## config.mk

```make
export PLATFORM = sky130hd
export DESIGN_NAME = vram_sync_ctrl
export DESIGN_NICKNAME = d
export VERILOG_FILES = /design/src/rtl/vram_pkg.sv /design/src/rtl/vram_sync_ctrl.sv
export SDC_FILE = /design/constraint.sdc
export NUM_CORES = 1
export LEC_CHECK = 0
export BUFFER_PORTS_ARGS = -buffer_cell sky130_fd_sc_hd__buf_2
export CAP_MARGIN = 20
export CORE_MARGIN = 2
export CORE_UTILIZATION = 45
export CTS_CLUSTER_DIAMETER = 30
export CTS_CLUSTER_SIZE = 25
export DETAILED_ROUTE_END_ITERATION = 8
export GPL_TIMING_DRIVEN = 0
export PLACE_DENSITY = 0.79
export SLEW_MARGIN = 10
export SYNTH_ARGS = -nofsm -noshare
export SYNTH_HDL_FRONTEND = slang
export SYNTH_SLANG_ARGS = --single-unit
```

## constraint.sdc

```tcl
create_clock -name clk -period 3.8 [get_ports clk]
set_clock_uncertainty 0.1 [all_clocks]
set_input_delay 0.57 -clock clk [delete_from_list [all_inputs] [get_ports clk]]
set_output_delay 0.57 -clock clk [all_outputs]
set_load 0.005 [all_outputs]
```

## src/rtl/vram_pkg.sv

```systemverilog
// Shared types and constants for the VRAM frame-commit controller.
package vram_pkg;

    typedef enum logic [2:0] {
        ST_IDLE    = 3'd0,
        ST_ARMED   = 3'd1,
        ST_DRAIN   = 3'd2,
        ST_SYNC    = 3'd3,
        ST_RELEASE = 3'd4
    } vram_sync_state_t;

    localparam int unsigned VRAM_SYNC_DRAIN_DEFAULT = 1;

endpackage

```

## src/rtl/vram_sync_ctrl.sv

```systemverilog
// Frame-commit scheduler and port A arbiter between CPU writes and the sync writer.
// Define VRAM_SYNC_STATS_EN to build the sync_count / coalesce_count statistics.
//
// state   | meaning
// IDLE    | CPU owns port A, no commit pending
// ARMED   | commit latched, waiting for the next vblank rising edge
// DRAIN   | CPU access revoked, letting an in-flight CPU write land
// SYNC    | sync writer copying, waiting for sync_done
// RELEASE | one cycle handing port A back to the CPU
module vram_sync_ctrl
    import vram_pkg::*;
#(
    parameter int unsigned DRAIN_CYCLES = VRAM_SYNC_DRAIN_DEFAULT,
    parameter int unsigned STAT_WIDTH   = 16
) (
    input  logic                  clk,
    input  logic                  rst_n,
    input  logic                  cpu_sync_req,
    input  logic                  cpu_wr_valid,
    output logic                  cpu_wr_ready,
    input  logic                  vblank,
    output logic                  sync,
    input  logic                  sync_done,
    output logic                  portA_sel,
    output logic                  req_pending,
    output logic                  sync_active,
    output logic                  err_overrun,
    input  logic                  err_clr,
    output logic [STAT_WIDTH-1:0] sync_count,
    output logic [STAT_WIDTH-1:0] coalesce_count
);

    vram_sync_state_t state_q, state_d;
    logic [3:0] drain_cnt_q, drain_cnt_d;
    logic       next_req_q, next_req_d;
    logic       vblank_q;
    logic       sync_q, sync_d;
    logic       wr_ready_q, sel_q, pend_q, active_q, err_q, err_d;
    logic       coalesce_evt, done_evt;
    logic       vblank_rise, vblank_fall;

    // The CPU side is only stalled through cpu_wr_ready; the valid itself needs no decode.
    logic unused_wr_valid;
    assign unused_wr_valid = cpu_wr_valid;

    assign vblank_rise = vblank & ~vblank_q;
    assign vblank_fall = vblank_q & ~vblank;

    always_comb begin
        state_d      = state_q;
        drain_cnt_d  = drain_cnt_q;
        next_req_d   = next_req_q;
        sync_d       = 1'b0;
        coalesce_evt = 1'b0;
        done_evt     = 1'b0;
        case (state_q)
            ST_IDLE: begin
                if (cpu_sync_req) state_d = ST_ARMED;
            end
            ST_ARMED: begin
                coalesce_evt = cpu_sync_req;
                if (vblank_rise) begin
                    state_d     = ST_DRAIN;
                    drain_cnt_d = 4'(DRAIN_CYCLES - 1);
                end
            end
            ST_DRAIN: begin
                coalesce_evt = cpu_sync_req & next_req_q;
                next_req_d   = next_req_q | cpu_sync_req;
                if (drain_cnt_q == 4'd0) begin
                    state_d = ST_SYNC;
                    sync_d  = 1'b1;
                end else begin
                    drain_cnt_d = drain_cnt_q - 4'd1;
                end
            end
            ST_SYNC: begin
                coalesce_evt = cpu_sync_req & next_req_q;
                next_req_d   = next_req_q | cpu_sync_req;
                if (sync_done) begin
                    state_d  = ST_RELEASE;
                    done_evt = 1'b1;
                end
            end
            ST_RELEASE: begin
                coalesce_evt = cpu_sync_req & next_req_q;
                next_req_d   = 1'b0;
                state_d      = (next_req_q | cpu_sync_req) ? ST_ARMED : ST_IDLE;
            end
            default: state_d = ST_IDLE;
        endcase
    end

    // Overrun set has priority over a same-cycle clear.
    assign err_d = (vblank_fall && state_q == ST_SYNC) ? 1'b1 : (err_clr ? 1'b0 : err_q);

    always_ff @(posedge clk or negedge rst_n) begin
        if (!rst_n) begin
            state_q     <= ST_IDLE;
            drain_cnt_q <= 4'd0;
            next_req_q  <= 1'b0;
            vblank_q    <= 1'b0;
            sync_q      <= 1'b0;
            wr_ready_q  <= 1'b1;
            sel_q       <= 1'b0;
            pend_q      <= 1'b0;
            active_q    <= 1'b0;
            err_q       <= 1'b0;
        end else begin
            state_q     <= state_d;
            drain_cnt_q <= drain_cnt_d;
            next_req_q  <= next_req_d;
            vblank_q    <= vblank;
            sync_q      <= sync_d;
            wr_ready_q  <= (state_d == ST_IDLE) || (state_d == ST_ARMED);
            sel_q       <= (state_d == ST_DRAIN) || (state_d == ST_SYNC);
            pend_q      <= (state_d == ST_ARMED) || next_req_d;
            active_q    <= (state_d == ST_DRAIN) || (state_d == ST_SYNC);
            err_q       <= err_d;
        end
    end

    assign cpu_wr_ready = wr_ready_q;
    assign sync         = sync_q;
    assign portA_sel    = sel_q;
    assign req_pending  = pend_q;
    assign sync_active  = active_q;
    assign err_overrun  = err_q;

`ifdef VRAM_SYNC_STATS_EN
    logic [STAT_WIDTH-1:0] sync_cnt_q, coal_cnt_q;

    always_ff @(posedge clk or negedge rst_n) begin
        if (!rst_n) begin
            sync_cnt_q <= '0;
            coal_cnt_q <= '0;
        end else begin
            if (done_evt)     sync_cnt_q <= sync_cnt_q + 1'b1;
            if (coalesce_evt) coal_cnt_q <= coal_cnt_q + 1'b1;
        end
    end

    assign sync_count     = sync_cnt_q;
    assign coalesce_count = coal_cnt_q;
`else
    logic unused_stat_evts;
    assign unused_stat_evts = done_evt | coalesce_evt;
    assign sync_count       = '0;
    assign coalesce_count   = '0;
`endif

endmodule

```

==> flow_summary.ini <==
[route]
vias = 699
ant_nets = 0
dr.pass1.iters = 4
drt_wl_total_um = 1590
via_per_inst = 4.136
drcViolationCount = 0
drt_iter0_markers = 15
wl_per_cell_um = 9.408

[finish]
area_growth_pct = 25.23
fillers = 180
antenna_cells = 0
nets = 152
drive_above_1_share = 0.4085

[worst_setup_path]
timing.rr.start = state_q[1]$_DFF_PN0_
worst_path_max_delay_cell = dfrtp_1
crit_required_ns = 3.89
crit_type = reg -> reg
cpPeakStageDelay_ns = 0.38
arrival_ns = 1.72
worstPathMaxFanout = 9
endpoint_kind = register
crit_start = state_q[1]$_DFF_PN0_
worstSetupStartpointType = register
crit_chain = buf_6 -> nor3b_4 -> a32oi_4 -> nand3_2 -> mux2_4
rr_worst_depth = 5

[power_and_ir_drop]
powerDensity_mw_per_mm2 = 567.3
pwr-share-clk = 0.161
p_leak_nw = 0.6558
vdd_drop_max_mv = 0.2948
p_sw_frac = 0.3760
p_seq_frac = 0.336
p_comb_frac = 0.503
power.switching_uw = 255.7
power.total_uw = 680.0
internal_power_uw = 424.3

[synthesis]
synth.top_cells.by_count = buf_4 (33), dfrtp_1 (13), a21oi_1 (7)
ys_types = 32
yosysSeqAreaShare = 0.3673
yosys_warnings = 0
synth_cells = 96
synth_top_area_cell = dfrtp_1
yosysMostFrequentCell = buf_4
synthArstFlopShare = 1.000
avgSynthCellArea_um2 = 9.971
synth_edf_count = 0
netlist_area_um2 = 957.2
synthFlopType = dfrtp_1
ys_ff_latch = 14
yosysTopAreaCellShare = 0.3399
synth.area.top_cells = dfrtp_1 (34%), buf_4 (26%), a21oi_1 (3.7%), a32oi_4 (2.9%), dfstp_2 (2.7%)

[floorplan]
die_h_um = 50.12
num_rows = 16
die_w_um = 50.12
coreArea_mm2 = 0.001982
die_area_mm2 = 0.002512
io_pins = 45
start_util = 0.4830

[placed_design]
gp_congestion = 0.7151
dpl.hpwl_um = 1211
port_buffers = 11

[clock_network]
cts_htree_levels = 1
clk_pin_slew_ns = 0.09
cts_hold_buffers = 0
cts_num_sinks = 14
clockBufferDepth = 2
root_buffer = clkbuf_4
post-cts-setup-buffers = 0
cts_tree = done
clk_latency_ns = 0.29
cts.repair.resized = 0
numCtsBuffers = 3

[sta]
period_minus_slack_ns = 1.633
fin_crit_sh = 0.4298
final_hold_viol_count = 0
tns_ns = 0
finalMaxSlewViolations = 0
finalSetupViolCount = 0
max_freq_ghz = 0.6123
rsz0062_at_grt = false

[global_route]
gr-total-overflow = 0
grt_pass1_vias = 638
grt_start_max_net_pins = 15
grt_usage = 0.1378
grt_pass1_wl_um = 2587
antenna_found_initial = 0

[worst_hold_path]
hp-class = in -> async

[flow_run]
maxCapViolCount = 0

[outcome]
status = finished, final reports clean
[routing by layer]
metal | global-route usage | wire length (µm)
met4 | 0.1111 | 51
met2 | 0.2325 | 811
met5 | 0 | 0
met1 | 0.1565 | 605
met3 | 0.01212 | 122
[sequential cells by signal, indices dropped and copies added, names as in the netlist]
signal        flops
state_q           3
sync              1
drain_cnt_q       4
err_overrun       1
cpu_wr_ready      1
vblank_q          1
next_req_q        1
sync_active       1
req_pending       1
[cell families after synthesis]
family,count (synthesis),share of synthesized area
other cells,1,0.003918
compound gates,15,0.1190
buf+inv,39,0.2980
mux,1,0.01568
xor+xnor,1,0.009152
simple gates,23,0.1608
flops,14,0.3673
fa+ha+maj,2,0.02614
[layout make-up]
type                    count  area [µm²]  area share
plain buffers              35       270.3      0.2255
inverters                   4       15.01     0.01253
repair buffers             11       55.05     0.04593
flip-flops and latches     14       351.6      0.2933
clock buffers               4       36.28     0.03027
multi-input cells          74       436.7      0.3643
well taps                  27       33.78     0.02818
[worst paths after layout]
kind | endpoint | slack (ns)
worst max-delay path | drain_cnt_q[3]$_DFFE_PN0P_ | 2.17
max in group asynchronous | cpu_wr_ready$_DFF_PN1_ | 3.26
min in group clk | vblank_q$_DFF_PN0_ | 0.33
worst min register to register | err_overrun$_DFFE_PN0P_ | 0.44
worst min-delay path | drain_cnt_q[3]$_DFFE_PN0P_ | 0.05
worst max register to register | drain_cnt_q[3]$_DFFE_PN0P_ | 2.17
[layout by cell type, fill, tap and decap left out, types with 2 or more instances in the layout]
master	instances
o21ai_0	2
nor2_1	4
nand2b_1	2
nand2_1	3
a21oi_1	7
buf_4	33
buf_2	11
nor2b_1	2
clkbuf_4	3
dfrtp_1	13
ha_1	2
or2_1	2
conb_1	32
buf_6	2
inv_1	4
[power by group through the flow]
| stage | sequential (mW) | combinational [mW] | clock [mW] |
|---|---|---|---|
| global placement | 0.227 | 0.316 | 0 |
| floorplan | 0.227 | 0.269 | 0 |
| finish | 0.228 | 0.342 | 0.110 |
| detailed placement | 0.230 | 0.333 | 0 |
| CTS | 0.228 | 0.339 | 0.111 |
| global route | 0.234 | 0.381 | 0.114 |
[critical path: cells and delay by family, from the launching register on]
family	cells	cell delay, ns
DFF	1	0.38
buffers and inverters	1	0.14
muxes	1	0.31
AOI/OAI and AO/OA	1	0.33
and+or+nand+nor	2	0.28
[stage by stage]
stage                     utilization  hold WS (ns)  setup slack (ns)  std cells  cell area [µm²]
after floorplan                     -        0.1744             2.260        127             1074
after global placement         0.5865        0.3724             2.141        165             1162
after detailed placement       0.5865        0.3779             2.113        165             1162
after CTS                      0.6048       0.06699             2.163        169             1199
after global routing           0.6048       0.08571             2.060        169             1199
final                          0.6048       0.04847             2.167        169             1199
Power figures use the tool's default switching activity.
